`config.mk`:
```
export PLATFORM = sky130hd
export DESIGN_NAME = mem_stage
export DESIGN_NICKNAME = d
export VERILOG_FILES = /design/src/rtl/pipeline_types.sv /design/src/rtl/rv32_isa.sv /design/src/rtl/mem_load_fmt.sv /design/src/rtl/mem_stage.sv
export SDC_FILE = /design/constraint.sdc
export NUM_CORES = 1
export LEC_CHECK = 0
export CORE_MARGIN = 3
export CORE_UTILIZATION = 37
export DETAILED_ROUTE_END_ITERATION = 16
export PLACE_DENSITY_LB_ADDON = 0.12
export SYNTH_ARGS = -nofsm -noshare
export SYNTH_HDL_FRONTEND = slang
export SYNTH_SLANG_ARGS = --single-unit
```
`constraint.sdc`:
```
create_clock -name iClk -period 4.45 [get_ports iClk]
set_input_delay 0.89 -clock iClk [delete_from_list [all_inputs] [get_ports iClk]]
set_output_delay 0.89 -clock iClk [all_outputs]
set_load 0.005 [all_outputs]
```
`src/rtl/pipeline_types.sv`:
```
// Pipeline register layouts and the MEM-stage FSM state type.
package pipeline_types;

  localparam int unsigned RegWidth = 32;

  typedef struct packed {
    logic       reg_we;
    logic       mem_rd;
    logic       mem_wr;
    logic [2:0] func3;
  } ctrl_t;

  typedef struct packed {
    logic [4:0]          addr;
    logic [RegWidth-1:0] value;
  } reg_wr_t;

  typedef struct packed {
    ctrl_t               ctrl;
    logic [RegWidth-1:0] rs;
    reg_wr_t             rd;
  } ex_mem_t;

  typedef struct packed {
    reg_wr_t rd;
    ctrl_t   ctrl;
    logic    fault;
  } mem_wb_t;

  typedef enum logic [1:0] {
    S_IDLE,
    S_BUSY,
    S_DONE
  } mem_state_e;

endpackage

```
`src/rtl/rv32_isa.sv`:
```
// RV32 load/store func3 encodings and the alignment rule shared by the MEM stage.
package rv32_isa;

  typedef enum logic [2:0] {
    F3_B  = 3'b000,
    F3_H  = 3'b001,
    F3_W  = 3'b010,
    F3_BU = 3'b100,
    F3_HU = 3'b101
  } mem_f3_e;

  function automatic logic is_misaligned(input logic [2:0] f3, input logic [1:0] lo);
    case (f3)
      F3_H, F3_HU: is_misaligned = lo[0];
      F3_W:        is_misaligned = (lo != 2'b00);
      default:     is_misaligned = 1'b0;
    endcase
  endfunction

endpackage

```
`src/rtl/mem_load_fmt.sv`:
```
// Selects the addressed lane of a read word and sign/zero-extends it.
module mem_load_fmt
  import rv32_isa::*;
(
  input  logic [31:0] iData,
  input  logic [1:0]  iAddrLo,
  input  logic [2:0]  iFunc3,
  output logic [31:0] oValue
);

  logic [31:0] shifted;
  logic [15:0] half;

  always_comb begin
    shifted = iData >> {iAddrLo, 3'b000};
    half    = iAddrLo[1] ? iData[31:16] : iData[15:0];
    case (iFunc3)
      F3_B:    oValue = {{24{shifted[7]}}, shifted[7:0]};
      F3_BU:   oValue = {24'h0, shifted[7:0]};
      F3_H:    oValue = {{16{half[15]}}, half};
      F3_HU:   oValue = {16'h0, half};
      default: oValue = iData;
    endcase
  end

endmodule

```
`src/rtl/mem_stage.sv`:
```
// MEM pipeline stage: single-outstanding data-bus access with IDLE/BUSY/DONE handshake.
module mem_stage
  import pipeline_types::*;
  import rv32_isa::*;
(
  input  logic                iClk,
  input  logic                nRst,
  input  logic                iEn,
  input  logic                iStall,
  input  ex_mem_t             iEX,
  output mem_wb_t             oWB,
  output logic                oStall,
  output logic [RegWidth-1:0] oFwMe,
  output logic                oDbReq,
  output logic                oDbWe,
  output logic [31:0]         oDbAddr,
  output logic [31:0]         oDbWData,
  output logic [3:0]          oDbBe,
  input  logic                iDbAck,
  input  logic [31:0]         iDbRData,
  input  logic                iDbErr
);

  mem_state_e  state_q, state_d;
  mem_wb_t     wb_q, wb_d;
  ctrl_t       op_ctrl_q, op_ctrl_d;
  reg_wr_t     op_rd_q, op_rd_d;
  logic        db_req_q, db_req_d;
  logic        db_we_q, db_we_d;
  logic [31:0] db_addr_q, db_addr_d;
  logic [31:0] db_wdata_q, db_wdata_d;
  logic [3:0]  db_be_q, db_be_d;
  logic        stall_c;
  logic        is_mem;
  logic [31:0] load_val;

  function automatic logic [31:0] store_data(input logic [2:0] f3, input logic [31:0] rs);
    case (f3)
      F3_B:    store_data = {4{rs[7:0]}};
      F3_H:    store_data = {2{rs[15:0]}};
      default: store_data = rs;
    endcase
  endfunction

  function automatic logic [3:0] lane_be(input logic [2:0] f3, input logic [1:0] lo);
    case (f3)
      F3_B, F3_BU: lane_be = 4'b0001 << lo;
      F3_H, F3_HU: lane_be = lo[1] ? 4'b1100 : 4'b0011;
      default:     lane_be = 4'b1111;
    endcase
  endfunction

  mem_load_fmt u_load_fmt (
    .iData   (iDbRData),
    .iAddrLo (op_rd_q.value[1:0]),
    .iFunc3  (op_ctrl_q.func3),
    .oValue  (load_val)
  );

  assign is_mem = iEX.ctrl.mem_rd | iEX.ctrl.mem_wr;

  always_comb begin
    state_d    = state_q;
    wb_d       = wb_q;
    op_ctrl_d  = op_ctrl_q;
    op_rd_d    = op_rd_q;
    db_req_d   = db_req_q;
    db_we_d    = db_we_q;
    db_addr_d  = db_addr_q;
    db_wdata_d = db_wdata_q;
    db_be_d    = db_be_q;
    stall_c    = 1'b0;
    case (state_q)
      S_IDLE: begin
        if (iEn && !iStall) begin
          if (is_mem && !is_misaligned(iEX.ctrl.func3, iEX.rd.value[1:0])) begin
            stall_c    = 1'b1;
            state_d    = S_BUSY;
            op_ctrl_d  = iEX.ctrl;
            op_rd_d    = iEX.rd;
            db_req_d   = 1'b1;
            db_we_d    = iEX.ctrl.mem_wr;
            db_addr_d  = {iEX.rd.value[31:2], 2'b00};
            db_wdata_d = store_data(iEX.ctrl.func3, iEX.rs);
            db_be_d    = lane_be(iEX.ctrl.func3, iEX.rd.value[1:0]);
          end else begin
            // A memory op reaching this branch is misaligned: retire it as a fault.
            wb_d.rd    = iEX.rd;
            wb_d.ctrl  = iEX.ctrl;
            wb_d.fault = is_mem;
          end
        end
      end
      S_BUSY: begin
        stall_c = 1'b1;
        if (iDbAck) begin
          db_req_d        = 1'b0;
          wb_d.rd.addr    = op_rd_q.addr;
          wb_d.rd.value   = op_ctrl_q.mem_rd ? load_val : op_rd_q.value;
          wb_d.ctrl       = op_ctrl_q;
          wb_d.ctrl.reg_we = op_ctrl_q.reg_we & ~op_ctrl_q.mem_wr;
          wb_d.fault      = iDbErr;
          state_d         = S_DONE;
        end
      end
      S_DONE: begin
        // EX sees the release only once WB can accept, so the low cycle is not lost.
        stall_c = iStall;
        if (!iStall) state_d = S_IDLE;
      end
      default: state_d = S_IDLE;
    endcase
  end

  always_ff @(posedge iClk or negedge nRst) begin
    if (!nRst) begin
      state_q    <= S_IDLE;
      wb_q       <= '0;
      op_ctrl_q  <= '0;
      op_rd_q    <= '0;
      db_req_q   <= 1'b0;
      db_we_q    <= 1'b0;
      db_addr_q  <= '0;
      db_wdata_q <= '0;
      db_be_q    <= '0;
    end else begin
      state_q    <= state_d;
      wb_q       <= wb_d;
      op_ctrl_q  <= op_ctrl_d;
      op_rd_q    <= op_rd_d;
      db_req_q   <= db_req_d;
      db_we_q    <= db_we_d;
      db_addr_q  <= db_addr_d;
      db_wdata_q <= db_wdata_d;
      db_be_q    <= db_be_d;
    end
  end

  assign oWB      = wb_q;
  assign oFwMe    = wb_q.rd.value;
  assign oStall   = nRst & stall_c;
  assign oDbReq   = db_req_q;
  assign oDbWe    = db_we_q;
  assign oDbAddr  = db_addr_q;
  assign oDbWData = db_wdata_q;
  assign oDbBe    = db_be_q;

endmodule

```
==> results by group <==
Yosys
  – Syn_area_per_cell: between 9 and 10 sq um
  – Post-synthesis sequential area ratio: 46.2%
  – EDFF count, synth: 0
  – Post-synth top cells: 126 x sky130_fd_sc_hd__dfrtp_1, 93 x sky130_fd_sc_hd__nand2_1, 77 x sky130_fd_sc_hd__o21ai_0
  – Cell count after synthesis: 688
  – Syn Std Cell Area: about 0.0068 sq mm
  – Post-synth ARST share: 100%
  – Number of storage elements in the synthesis netlist: 126
  – Most common cell in the netlist: sky130_fd_sc_hd__dfrtp_1
  – Total number of yosys warnings: 0
  – Unique masters post-synth: between 50 and 60
  – Synth Flop Type: sky130_fd_sc_hd__dfrtp_1
  – Cell taking the most area after synthesis: sky130_fd_sc_hd__dfrtp_1
  – Leading post-synthesis cells by cell area: sky130_fd_sc_hd__dfrtp_1 46%, sky130_fd_sc_hd__buf_4 7.4%, sky130_fd_sc_hd__mux2_1 5.9%
  – Area share of the largest cell type after synthesis: a little under half

Clock network
  – Clock Sink Count: 126
  – H-tree lvl count: 4
  – CTS tree: done
  – Post CTS Setup Buffer Count: 0
  – Post-CTS clock slew at the launch and capture registers of the worst setup and hold paths: 0.06 ns
  – Max clock buf depth: 2
  – Clock latency on the worst-skew pair: approximately 0.42 ns
  – # hold bufs at CTS: 0
  – Clock tree root buffer cell: sky130_fd_sc_hd__clkbuf_16
  – Post-cts repair resize count: 0
  – Number of CTS-inserted buffers: 17

Layout
  – Number of nets in the layout: 973
  – Layout overhead on the synthesized area: 40.5%
  – N_diodes: 0
  – Core occupancy in the finished layout: between 50 and 60%
  – Fraction of final layout cells with drive strength greater than 1: under 10%

Job
  – Count of maximum capacitance violations: 0

STA
  – Tightest slew margin relative to the limit: about a fifth
  – Final Hold Violating Endpoints: 0
  – Clock skew after layout: roughly 0.0073 ns
  – Unrepaired setup endpoints after global routing: false
  – Least-Margin Pin Slew: 1.19 ns
  – Post-Route Setup TNS: 0 ns
  – Minimum clock period after layout: roughly 3.9 ns
  – Number of max-slew violations in the final report: 0
  – Final setup violation count: 0
  – Max Clock Freq: about 250 MHz
  – Smallest hold slack: 0.480 ns
  – Period Utilization, post-route: slightly below 90%

Setup path
  – Logic depth of the worst register-to-register path: 5
  – Worst EP arrival: 3.05 ns
  – Worst reg2reg path startpoint: op_ctrl_q[1]$_DFFE_PN0P_
  – Critical path class: in2out
  – Startpoint of the worst setup timing path: iEX[70]
  – Capture instance of the worst register-to-register path: oFwMe[3]$_DFFE_PN0P_
  – Endpoint class of the critical path: output pin
  – Max FO, Critical Path: 10
  – Launching element type of the critical path: input pin
  – Register-to-register path setup slack: 1.76 ns
  – Required time of the critical path: roughly 3.6 ns

Power
  – Power per unit of standard cell area: roughly 590 mW/mm^2
  – Share of total power in the clock network: roughly a quarter
  – Switching component of the power: roughly 0.0018 W
  – LEAKAGE: slightly below 4 nW
  – Overall power after layout: 0.00567 W
  – Portion of total power attributed to combinational logic: 39.5%
  – Switching portion of total power: a little under a third
  – Sequential share of power: a little over a third
  – Maximum resistive drop on vdd: 0.000319 V
  – Internal Power: 0.00392 W

Routing
  – Routed via count: 5890
  – Number of violations reported at the end of detailed-routing iteration 0: ~240
  – DRT antenna net count: 0
  – DR DRC count: 0
  – First-pass DRT Iterations: 5
  – Post-detailed-route wirelength per cell: about 20 microns
  – Post-DR vias/cell: approximately 5.4
  – Final routed wirelength across all metal layers: 22000 microns

Place
  – Routability-driven placement congestion ratio: a little over 0.8
  – Hpwl dp: about 16000 microns
  – Buffers on Ports: around 260

Worst hold path
  – Min-delay src: oDbWData[30]$_DFFE_PN0P_
  – Endpoint with the worst hold slack: oDbWData[30]$_DFFE_PN0P_
  – Worst hold path stage count: 2
  – Path category of the worst min-delay check: reg2reg

Floorplanning
  – I/O pin count: 260
  – Area of the placeable core: approximately 0.018 sq mm
  – Standard-cell row count: 49
  – Starting density of the core: 37.9%
  – Chip height: about 140 microns
  – Die span in x: 142 microns
  – Die area: between 0.02 and 0.025 sq mm

Outcome
  – Outcome: complete, no violations

Global route
  – Vias in the first global route: between 6000 and 7000
  – Combined global-route utilization of all metal layers: between 20 and 25%
  – Maximum number of pins on one net before global-route repair: 67
  – Initial antenna violation count: 0
  – Remaining Overflow, GRT: 0
  – Wire length of the first global-routing pass: ~34000 microns
==> power by group through the flow <==
stage                     combinational (W)  sequential (W)  clock, W
after floorplan                     0.00122         0.00190         0
after global placement              0.00224         0.00205         0
after detailed placement            0.00227         0.00208         0
after CTS                           0.00228         0.00207   0.00140
after global routing                0.00244         0.00214   0.00145
final                               0.00224         0.00206   0.00137
==> layer usage <==
layer	routed length, microns	vias up	part of all wire, %	track usage [%]
met3	1970	28	8.9	6.81
li1	-	2728	-	-
met5	0	-	0	0
met1	8970	2892	41	27.7
met2	10700	242	49	35.8
met4	345	0	1.6	6.52
==> cell families (layout without fill, tap and decap cells) <==
family | Yosys count | in the layout | synth area share, %
AOI/OAI and AO/OA | 193 | 193 | 18.1
buffers and inverters | 128 | 309 | 11.9
DFF | 126 | 126 | 46.2
muxes | 83 | 83 | 13.3
other | 1 | 2 | 0.0549
and+or+nand+nor | 157 | 157 | 10.5
==> how the worst max path moves through the flow <==
stage                   to  depth (start not counted)  slack, ns
floorplan           oStall                          6       1.71
global placement    oStall                          7       0.52
detailed placement  oStall                          7       0.50
CTS                 oStall                          7       0.50
global route        oStall                          7       0.38
finish              oStall                          7       0.51
==> sequential cells by signal (all words and copies together) (netlist names) <==
| name | flops |
|---|---|
| op_rd_q | 37 |
| oDbWData | 32 |
| oFwMe | 32 |
| oWB | 12 |
| op_ctrl_q | 5 |
| oDbBe | 4 |
| state_q | 2 |
| oDbReq | 1 |
| oDbWe | 1 |
==> stage by stage <==
stage / setup slack (ns) / cells / area [sq um]
6_report: 0.509 / 1099 / 9600
3_3_place_gp: 0.520 / 1070 / 9030
4_1_cts: 0.499 / 1099 / 9600
2_1_floorplan: 1.71 / 689 / 6830
5_1_grt: 0.379 / 1099 / 9600
3_5_place_dp: 0.504 / 1070 / 9030
==> cell usage in the layout, fill, tap and decap left out, types with 4 or more instances in the layout <==
cell type                         count
sky130_fd_sc_hd__clkbuf_16           17
sky130_fd_sc_hd__nor3_1               4
sky130_fd_sc_hd__a21oi_1             10
sky130_fd_sc_hd__o21ai_0             77
sky130_fd_sc_hd__a211oi_1             4
sky130_fd_sc_hd__mux2_1              36
sky130_fd_sc_hd__dfrtp_1            125
sky130_fd_sc_hd__clkdlybuf4s50_1    256
sky130_fd_sc_hd__a31oi_1             34
sky130_fd_sc_hd__nor2b_1              4
sky130_fd_sc_hd__nand2b_1            14
sky130_fd_sc_hd__o211ai_1             5
sky130_fd_sc_hd__nor2_1              22
sky130_fd_sc_hd__nand2_1             93
sky130_fd_sc_hd__mux2_2              12
sky130_fd_sc_hd__o22ai_1             22
sky130_fd_sc_hd__and2_1               4
sky130_fd_sc_hd__a221oi_1             4
sky130_fd_sc_hd__mux2i_1             33
sky130_fd_sc_hd__inv_1               14
sky130_fd_sc_hd__clkinv_2             4
sky130_fd_sc_hd__buf_4                8
sky130_fd_sc_hd__a221o_1             16
==> layout make-up <==
class                      instances  area (sq um)
inverter                          14          52.6
sequential                       126          3150
clock buffer                      21           450
fill                            1623          8430
tap                              229           287
clock inverter                     8           118
timing repair buffer             266          2650
multi-input combinational        435          2880
==> critical path, cell delays in order <==
cell                              delay [ns]
sky130_fd_sc_hd__clkdlybuf4s50_1        0.67
sky130_fd_sc_hd__and3b_4                0.27
sky130_fd_sc_hd__a211oi_4               0.27
sky130_fd_sc_hd__a31oi_1                0.12
sky130_fd_sc_hd__o21ai_0                0.15
sky130_fd_sc_hd__and2_1                 0.15
sky130_fd_sc_hd__clkdlybuf4s50_1        0.52
Power figures use the tool's default switching activity.
==> RTL edit, RTL diff (config.mk and constraints unchanged) <==
`db_wdata_q` no longer has a reset.
--- a/src/rtl/mem_stage.sv
+++ b/src/rtl/mem_stage.sv
@@ -123,3 +123,2 @@
       db_addr_q  <= '0;
-      db_wdata_q <= '0;
       db_be_q    <= '0;
@@ -133,5 +132,8 @@
       db_addr_q  <= db_addr_d;
-      db_wdata_q <= db_wdata_d;
       db_be_q    <= db_be_d;
     end
+  end
+
+  always_ff @(posedge iClk) begin
+    db_wdata_q <= db_wdata_d;
   end
Function: changed (Yosys sat finds a counterexample within 4 cycles, from zero or initial values and one cycle with nRst low).
==> RTL edit against the original RTL <==
Non-clock buffer count up 4; clock power shrank 6%; clock skew hardly changed; routed wire length fell by 5.8%; design area fell by 3.0%; sequential power shrank 6%; setup slack gained 0.087 ns; sequential cell count unchanged; count of clock-buffer cells in the layout unchanged; synthesized area shrank 5.5%; power decreased by 7.5%; critical path type unchanged; largest cell class unchanged; largest power group unchanged.
==> RTL edit: results <==
drt:
  wl_met2_um: 9930
  drt_iter0_markers: 390
  met1_length_um: 8690
  routedWlPerCell_um: 20.4
  wl_met3_um: 1740
  vias_per_cell: 5.40
  drtPass1Iterations: 8
grt:
  grtUsageMet2: 0.344
  grt_pass1_vias: 5624
  global_route.usage.met1: 0.273
  grt_use_total: 0.213
  grt_pass1_wl_um: 32300
  globalRouteMet3Util: 0.0722
  antenna_found_initial: 1
  grt_max_degree: 55
place:
  dp_hpwl_um: 15300
  gp_congestion: 0.798
  placed_area_sq_um: 8750
  place_ws_ns: 0.587
critical_path:
  worst-path-max-fanout: 4
  critPathArrivalTime_ns: 2.96
layout:
  fin_nets: 897
  inv_count: 10
  seq_cell_count: 126
  nNonClkBuffers: 270
  seq_area_sq_um: 3310
  n_antenna_cell: 1
  nFillCells: 1497
  clkCellAreaFrac: 0.0594
  drive_gt1_frac: 0.138
synth:
  ys_top_cells_by_count: "dfrtp_1, buf_4, mux2_2"
  ys_types: 52
  ys_top_cells_by_area: "dfrtp_1, edfxtp_1, mux2_2"
  synth_edf_count: 32
  yosys-mux-area-fraction: 0.119
  yosysSeqAreaShare: 0.513
  synth_compound_area_frac: 0.177
  synthArstFlopShare: 0.746
timing:
  relSlewSlack: 0.217
  fin_worst_skew_ns: 0.00774
power_and_ir_drop:
  p_int_mw: 3.59
  peakVddDrop_mv: 0.278
  leakagePower_nw: 3.60
min_path:
  worstHoldPathType: "in -> async"
status:
  status: "finished clean"
==> RTL edit: cell types whose count changed in the layout (fill, tap and decap cells not counted), sizes merged, moves of 15 or more <==
cell    delta
mux2i     -22
edfxtp    +32
o21ai     -31
dfrtp     -32
a221o     -15
a31oi     -20
a222oi    +16
a21oi     +30
nor2      +19
nand2     -61
==> RTL edit: worst paths after layout <==
path,from,end,slack [ns],cells past startpoint
max in group asynchronous,nRst,oFwMe[22]$_DFFE_PN0P_,2.85,2
max reg2reg,state_q[1]$_DFFE_PN0P_,oFwMe[22]$_DFFE_PN0P_,1.62,5
min reg2reg,oDbReq$_DFFE_PN0P_,oDbReq$_DFFE_PN0P_,0.49,1
min in group iClk,oDbReq$_DFFE_PN0P_,oDbReq$_DFFE_PN0P_,0.49,1
max,iEX[70],oStall,0.60,6
min,nRst,op_rd_q[10]$_DFFE_PN0P_,0.45,1
==> RTL edit: stage by stage <==
stage,power (mW),util,instances
floorplan,2.95,-,602
global placement,3.94,0.520,985
detailed placement,3.99,0.520,985
CTS,5.30,0.553,1017
global route,5.55,0.553,1018
finish,5.25,0.553,1018
==> RTL edit: power by group through the flow <==
| stage | combinational [mW] | clock [mW] | sequential, mW |
|---|---|---|---|
| final | 2.02 | 1.29 | 1.93 |
| after global routing | 2.18 | 1.38 | 1.99 |
| after CTS | 2.05 | 1.32 | 1.93 |
| after detailed placement | 2.04 | 0 | 1.95 |
| after global placement | 2.02 | 0 | 1.93 |
| after floorplan | 1.13 | 0 | 1.82 |
==> RTL edit: critical path, stage by stage <==
cell	delay, ns
clkdlybuf4s50_1	0.49
inv_2	0.06
or4_4	0.58
and3_4	0.18
o31a_1	0.30
clkdlybuf4s50_1	0.46
